`src/rtl/pc_unit.sv`:
```
// Program-counter unit: sequential/relative/absolute updates, call/return through a
// circular return-address stack, and alignment-fault blocking of bad targets.
module pc_unit #(
    parameter int unsigned      WIDTH        = 32,
    parameter int unsigned      STEP         = 4,
    parameter int unsigned      ALIGN_BITS   = 2,
    parameter logic [WIDTH-1:0] RESET_VECTOR = '0,
    parameter int unsigned      RAS_DEPTH    = 8,
    localparam int unsigned     CNT_W        = $clog2(RAS_DEPTH + 1)
) (
    input  logic             clk,
    input  logic             rst,
    input  logic             step_pc,
    input  logic [2:0]       op,
    input  logic [WIDTH-1:0] systembus_in,
    output logic [WIDTH-1:0] systembus_out,
    output logic             misaligned,
    output logic             fault,
    output logic [WIDTH-1:0] fault_addr,
    output logic             bad_op,
    output logic [CNT_W-1:0] ras_count,
    output logic             ras_overflow,
    output logic             ras_underflow
);

    localparam int unsigned      PTR_W  = $clog2(RAS_DEPTH);
    localparam logic [WIDTH-1:0] STEP_W = WIDTH'(STEP);
    localparam logic [CNT_W-1:0] FULL   = CNT_W'(RAS_DEPTH);

    typedef enum logic [2:0] {
        OpInc     = 3'b000,
        OpRel     = 3'b001,
        OpAbs     = 3'b010,
        OpCallRel = 3'b011,
        OpCallAbs = 3'b100,
        OpRet     = 3'b101
    } op_e;

    // Architectural state
    logic [WIDTH-1:0] pc_q, pc_d;
    logic [PTR_W-1:0] ras_ptr_q, ras_ptr_d;
    logic [CNT_W-1:0] ras_count_q, ras_count_d;
    logic [WIDTH-1:0] fault_addr_q, fault_addr_d;
    logic             fault_q, fault_d;
    logic             bad_op_q, bad_op_d;
    logic             ovf_q, ovf_d;
    logic             unf_q, unf_d;

    // Return-address storage; contents need no reset
    logic [WIDTH-1:0] ras_mem [RAS_DEPTH];

    // Decode / target selection
    op_e              op_dec;
    logic [WIDTH-1:0] target;
    logic [WIDTH-1:0] ret_addr;
    logic [PTR_W-1:0] top_ptr;
    logic             has_target;
    logic             want_push;
    logic             want_pop;
    logic             tgt_misaligned;
    logic             commit;
    logic             do_push;
    logic             do_pop;

    assign op_dec   = op_e'(op);
    assign ret_addr = pc_q + STEP_W;
    // Write pointer names the next free slot, so the top is one below it
    assign top_ptr  = ras_ptr_q - PTR_W'(1);

    always_comb begin
        target     = pc_q;
        has_target = 1'b0;
        want_push  = 1'b0;
        want_pop   = 1'b0;
        bad_op_d   = 1'b0;
        unf_d      = 1'b0;
        if (step_pc) begin
            case (op_dec)
                OpInc: begin
                    target     = pc_q + STEP_W;
                    has_target = 1'b1;
                end
                OpRel: begin
                    target     = pc_q + systembus_in;
                    has_target = 1'b1;
                end
                OpAbs: begin
                    target     = systembus_in;
                    has_target = 1'b1;
                end
                OpCallRel: begin
                    target     = pc_q + systembus_in;
                    has_target = 1'b1;
                    want_push  = 1'b1;
                end
                OpCallAbs: begin
                    target     = systembus_in;
                    has_target = 1'b1;
                    want_push  = 1'b1;
                end
                OpRet: begin
                    // An empty stack yields no target, so it can never also fault
                    if (ras_count_q == '0) begin
                        unf_d = 1'b1;
                    end else begin
                        target     = ras_mem[top_ptr];
                        has_target = 1'b1;
                        want_pop   = 1'b1;
                    end
                end
                default: begin
                    bad_op_d = 1'b1;
                end
            endcase
        end
    end

    assign tgt_misaligned = |target[ALIGN_BITS-1:0];
    assign commit         = has_target && !tgt_misaligned;
    assign do_push        = commit && want_push;
    assign do_pop         = commit && want_pop;

    always_comb begin
        pc_d         = commit ? target : pc_q;
        fault_d      = has_target && tgt_misaligned;
        fault_addr_d = fault_d ? target : fault_addr_q;
        ras_ptr_d    = ras_ptr_q;
        ras_count_d  = ras_count_q;
        ovf_d        = 1'b0;
        if (do_push) begin
            // Full stack: the pointer wraps onto the oldest entry and the count saturates
            ras_ptr_d = ras_ptr_q + PTR_W'(1);
            if (ras_count_q == FULL) begin
                ovf_d = 1'b1;
            end else begin
                ras_count_d = ras_count_q + CNT_W'(1);
            end
        end else if (do_pop) begin
            ras_ptr_d   = top_ptr;
            ras_count_d = ras_count_q - CNT_W'(1);
        end
    end

    always_ff @(posedge clk) begin
        if (rst) begin
            pc_q         <= RESET_VECTOR;
            ras_ptr_q    <= '0;
            ras_count_q  <= '0;
            fault_addr_q <= '0;
            fault_q      <= 1'b0;
            bad_op_q     <= 1'b0;
            ovf_q        <= 1'b0;
            unf_q        <= 1'b0;
        end else begin
            pc_q         <= pc_d;
            ras_ptr_q    <= ras_ptr_d;
            ras_count_q  <= ras_count_d;
            fault_addr_q <= fault_addr_d;
            fault_q      <= fault_d;
            bad_op_q     <= bad_op_d;
            ovf_q        <= ovf_d;
            unf_q        <= unf_d;
        end
    end

    always_ff @(posedge clk) begin
        if (!rst && do_push) begin
            ras_mem[ras_ptr_q] <= ret_addr;
        end
    end

    assign systembus_out = pc_q;
    assign misaligned    = |pc_q[ALIGN_BITS-1:0];
    assign fault         = fault_q;
    assign fault_addr    = fault_addr_q;
    assign bad_op        = bad_op_q;
    assign ras_count     = ras_count_q;
    assign ras_overflow  = ovf_q;
    assign ras_underflow = unf_q;

endmodule

```
`config.mk`:
```
export PLATFORM = sky130hd
export DESIGN_NAME = pc_unit
export DESIGN_NICKNAME = d
export VERILOG_FILES = /design/src/rtl/pc_unit.sv
export SDC_FILE = /design/constraint.sdc
export NUM_CORES = 1
export LEC_CHECK = 0
export BUFFER_PORTS_ARGS = -buffer_cell sky130_fd_sc_hd__buf_2
export CAP_MARGIN = 5
export CELL_PAD_IN_SITES_DETAIL_PLACEMENT = 2
export CELL_PAD_IN_SITES_GLOBAL_PLACEMENT = 2
export CORE_MARGIN = 2
export CORE_UTILIZATION = 35
export DETAILED_ROUTE_END_ITERATION = 6
export PLACE_DENSITY_LB_ADDON = 0.1
export SYNTH_ARGS = -nofsm -noshare
export SYNTH_HDL_FRONTEND = slang
export SYNTH_SLANG_ARGS = --single-unit
```
`constraint.sdc`:
```
create_clock -name clk -period 18.89 [get_ports clk]
set_input_delay 0.9445 -clock clk [delete_from_list [all_inputs] [get_ports clk]]
set_output_delay 0.9445 -clock clk [all_outputs]
set_load 0.005 [all_outputs]
```
# [Yosys cells after proc, flatten, opt, wreduce, memory -nomap -nowiden]
# Memories as Yosys holds them, arrays and structs flattened.
# Index checks and enable logic that the tools add are counted.
[op_classes] add_sub_neg=6 n_eq_ne=7 mux=20 bitwise=3 n_reduce_logical=21
[op_table] operator="$pmux 32 s4" n=1
[op_table] operator="$mux 32" n=2
[op_table] operator="$add 32x3->32 const B" n=1
[op_table] operator="$add 32x32->32" n=1
[op_table] operator="$reduce_or 2->1" n=7
[op_table] operator="$mux 4" n=3
[op_table] operator="$mux 1" n=11
[op_table] operator="$eq 3x2->1 const B" n=2
[op_table] operator="$eq 3x3->1 const B" n=2
[op_table] operator="$mux 3" n=2
[op_table] operator="$reduce_or 6->1" n=1
[op_table] operator="$logic_and 1x1->1" n=5
[op_table] operator="$reduce_or 5->1" n=1
[op_table] operator="$add 4x1->4 const B" n=1
[op_table] operator="$eq 4x4->1 const B" n=1
[op_table] operator="$logic_not 4->1" n=1
[op_table] operator="$sub 4x1->4 const B" n=1
[op_table] operator="$add 3x1->3 const B" n=1
[op_table] operator="$eq 3x1->1 const B" n=1
[op_table] operator="$logic_not 3->1" n=1
[op_table] operator="$not 1->1" n=3
[op_table] operator="$reduce_or 3->1" n=1
[op_table] operator="$sub 3x1->3 const B" n=1
[op_table] operator="$logic_not 1->1" n=2
[op_table] operator="other kinds (4)" n=4
[totals] regBits=75 ramBits=256 input_bits=38 output_inout_bits=73 word_cells=66 n_memories=1
[memory_table] memory="ras_mem" depth=8 width=32 rd=1 rd_clocked_by_memory_dff=0 write_ports=1 line_no="50" rtl="logic [WIDTH-1:0] ras_mem [RAS_DEPTH];"

# [Depth between registers and ports, before layout]
# An unclocked memory read counts as a cell.
[depth] depth_word=12 depth_mapped=18 depth_no_buf=13

# [Worst setup path after synthesis]
# OpenSTA, ideal clock, no wires.
[synth_timing] path_kind="register to register" from="register ras_ptr_q[0]" to="memory ras_mem[6][0] (enable)" setup_ns=0.468 t_arrival_ns=6.209 required_time_ns=18.422 path_slack_ns=12.214 stages_incl_launch_ff=16 path_buffers=5 synth_period_minus_slack_ns=6.676 path_cell_list="dfxtp_1 > buf_2 > buf_1 > clkbuf_1 > inv_1 > ha_1 > buf_1 > mux4_2 > mux2_2 > nand3_1 > nand3b_4 > or3_1 > buf_4 > nor2_1 > nand2_1 > nor3b_1"
[synth_via] elab_chain_cells=12
[synth_rtl] item="from (decl)" line_no="41" rtl="logic [PTR_W-1:0] ras_ptr_q, ras_ptr_d;"
[synth_rtl] item="from (signal assigned)" line_no="156" rtl="ras_ptr_q <= ras_ptr_d;"
[synth_rtl] item="$sub 3x1->3" line_no="68" rtl="assign top_ptr = ras_ptr_q - PTR_W'(1);"
[synth_rtl] item="$mem_v2 8x32"
[synth_rtl] item="$mux 32" line_no="103" rtl="if (ras_count_q == '0) begin"
[synth_rtl] item="$pmux 32 s4" line_no="78" rtl="case (op_dec)"
[synth_rtl] item="$mux 32" line_no="77" rtl="if (step_pc) begin"
[synth_rtl] item="$reduce_or 2->1" line_no="118" rtl="assign tgt_misaligned = |target[ALIGN_BITS-1:0];"
[synth_rtl] item="$logic_not 1->1" line_no="119" rtl="assign commit = has_target && !tgt_misaligned;"
[synth_rtl] item="$logic_and 1x1->1" line_no="119"
[synth_rtl] item="$logic_and 1x1->1" line_no="120" rtl="assign do_push = commit && want_push;"
[synth_rtl] item="$logic_and 1x1->1" line_no="167" rtl="if (!rst && do_push) begin"
[synth_rtl] item="$mux 1" line_no="167"
[synth_rtl] item="$mux 1 (not written as such)" line_no="168" rtl="ras_mem[ras_ptr_q] <= ret_addr;"
[synth_rtl] item="to (decl)" line_no="50"
# Several ways; a longest one is shown, not always the timed one.

# [Worst setup path after layout]
[layout_timing] from="register ras_ptr_q[0]" to="memory ras_mem[7][25] (enable)"
# The elaborated chain is that of the path after synthesis.

==> flow_metrics.py <==
metrics = {
    "status": {
        "status": "complete, no violations",
    },
    "clocking": {
        "clock_path_buffers": 3,
        "hold_buffers": 0,
        "clock_latency_ps": 590,
        "htreeDepth": 2,
        "numCtsBuffers": 40,
        "cts_resized": 0,
        "clock-sinks": 331,
        "cts_tree": "built",
        "cts-root-buf": "clkbuf_16",
        "path_clk_slew_ps": 60,
        "cts_setup_buffers": 0,
    },
    "sta": {
        "period_needed_ps": 5820,
        "setup_tns_ps": 0,
        "timing.final.crit_share_pct": 30.8,
        "max_freq_ghz": 0.172,
        "rsz0062_at_grt": "no",
        "slew_headroom_pct": 21.9,
        "setup_violations": 0,
        "skew_ps": 26.9,
        "finalMaxSlewViolations": 0,
        "finalHoldViolCount": 0,
        "tightest_slew_ps": 1170,
    },
    "final_layout": {
        "multiInputGateArea_um2": 6540,
        "design_area_um2": 18600,
        "antenna_cells": 0,
        "fillers": 4633,
        "drive_gt1_share_pct": 20.2,
        "areaGrowthSynthToFinish_pct": 15.7,
        "register_area_um2": 9190,
        "nNetsFinal": 1457,
    },
    "hold_path": {
        "worstHoldPathCells": 2,
        "hold_path_class": "reg2reg",
    },
    "global_routing": {
        "grt_pass1_vias": 12571,
        "grt_util_all_layers_pct": 24.0,
        "grt_overflow": 0,
        "grt.busiest_layer": "met2",
        "grt_pass1_wl_mm": 84.0,
        "antenna_found_initial": 1,
        "grt_max_degree": 64,
        "grt_use_met1_pct": 32.1,
        "grtUsageMet3_pct": 3.32,
        "grtUsageMet2_pct": 40.9,
    },
    "floorplan": {
        "die_w_um": 218,
        "die_area_um2": 47500,
        "io_pins": 111,
        "core.rowCount": 78,
        "start_util_pct": 35.4,
        "coreArea_um2": 45300,
        "die_h_um": 218,
    },
    "placed_design": {
        "dpl.hpwl_mm": 38.1,
        "port_buffers": 110,
        "place.gp.congestion": 0.832,
        "place_area_um2": 17300,
    },
    "synth": {
        "synth_common_cells": "256 x edfxtp_1, 107 x nor2_1, 101 x nand2_1, 75 x dfxtp_1",
        "synth_edf_count": 256,
        "synth_cells": 1288,
        "syn_nets": 1364,
        "yosysMostFrequentCell": "edfxtp_1",
        "ys_seq_elements": 331,
        "synth_top_area_share_pct": 47.9,
        "syn_area_per_cell_um2": 12.5,
        "ys_warn_count": 0,
        "synthArstFlopShare_pct": 0,
        "synth_ff_type": "edfxtp_1",
        "yosys-top-cells-area": "edfxtp_1 48%, dfxtp_1 9.4%, mux4_2 9.0%",
        "ys_types": 66,
        "yosys.area.top_type": "edfxtp_1",
        "ys_seq_area_share_pct": 57.3,
        "netlist_area_um2": 16000,
    },
    "detailed_routing": {
        "drc": 0,
        "vias_per_cell": 5.79,
        "antenna_left": 0,
        "wl_per_cell_um": 28.0,
        "first_pass_iters": 5,
        "drt-initial-drc-count": 721,
        "wl_mm": 56.3,
        "vias": 11617,
    },
    "worst_setup_path": {
        "startpoint_type": "flip-flop",
        "end_kind": "flip-flop",
        "r2r_cells": 11,
        "crit_fanout": 63,
        "required_ps": 19080,
        "cp.arrival_ps": 6010,
        "path_class": "reg2reg",
    },
    "pwr": {
        "ir_drop_mv": 0.0668,
        "powerDensity_nw_per_um2": 96.3,
        "power_leakage_nw": 6.56,
    },
    "flow_run": {
        "max_cap_viol_count": 0,
    },
}
-- critical path, stage by stage (launching register included) --
cell,delay [ps]
dfxtp_4,740
inv_1,220
ha_2,430
buf_4,750
mux4_2,420
mux2_2,300
a221o_1,340
nand3b_4,190
or3_1,630
nor2_1,250
nand2_1,210
nor2_4,870
-- path summary, 6_finish.rpt --
check                   endpoint  slack [ps]      startpoint
setup / recovery  ras_mem[7][25]       13070    ras_ptr_q[0]
hold reg to reg   fault_addr[22]         460  fault_addr[22]
setup reg to reg  ras_mem[7][25]       13070    ras_ptr_q[0]
hold / removal    fault_addr[22]         460  fault_addr[22]
-- cells by family after synthesis --
kind of cell / count (synthesis) / share of synthesized area, %
AOI/OAI and AO/OA: 308 / 12.9
xor gates and xnor gates: 51 / 2.79
adders and majority gates: 38 / 3.06
buffers and inverters: 103 / 2.54
DFF: 331 / 57.3
muxes: 87 / 10.5
and+or+nand+nor: 370 / 10.9
-- through the flow --
step | std cells | setup slack (ps) | utilization, % | power [mW] | hold WS (ps)
2_1_floorplan | 1288 | 12210 | - | 0.957 | 449
3_3_place_gp | 1939 | 13070 | 38.2 | 1.04 | 440
3_5_place_dp | 1939 | 12950 | 38.2 | 1.04 | 452
4_1_cts | 2008 | 12890 | 41.0 | 1.81 | 465
5_1_grt | 2008 | 12590 | 41.0 | 1.85 | 480
6_report | 2008 | 13070 | 41.0 | 1.79 | 457
-- power by group --
part           switching (mW)  total (mW)  leakage [nW]  internal [mW]
registers              0.0194       0.817          2.91          0.798
logic                   0.135       0.210          3.03         0.0746
clock network           0.326       0.759         0.619          0.433
-- area by class of cell --
type	instances	share of cell area [%]
Inverter	20	0.405
Clock buffer	45	5.50
Multi-Input combinational cell	854	35.2
Tap cell	600	4.05
Timing Repair Buffer	134	3.94
Clock inverter	24	1.34
Sequential cell	331	49.5
-- flip-flops by register name, summed over array words and instances (netlist names) --
signal,count
bad_op,1
fault,1
fault_addr,32
ras_count,4
ras_mem,256
ras_overflow,1
ras_ptr_q,3
ras_underflow,1
systembus_out,32
-- layout by cell type (no fill, tap or decap), types with 7 or more instances in the layout --
master     instances
edfxtp_1         256
buf_2            110
nor2_1           103
nand2_1          101
dfxtp_1           74
a21oi_1           66
o21ai_0           65
mux4_2            64
nand3_1           43
clkbuf_16         40
ha_1              35
a211oi_1          33
xnor2_1           31
nor3_1            30
buf_4             24
a221oi_1          22
inv_1             20
and3_1            20
mux2i_1           20
xor2_1            18
a31oi_1           15
nand4_1           13
a21o_1            13
o211ai_1           9
a221o_1            9
a211o_1            9
clkinv_2           8
clkinv_1           8
or3_1              7
o21a_1             7
-- per-layer routing --
metal / share of wire, % / vias up
li1: - / 5219
met1: 45 / 6102
met2: 50 / 226
met3: 3.5 / 70
met4: 2.1 / 0
met5: 0 / -
Power figures use the tool's default switching activity.
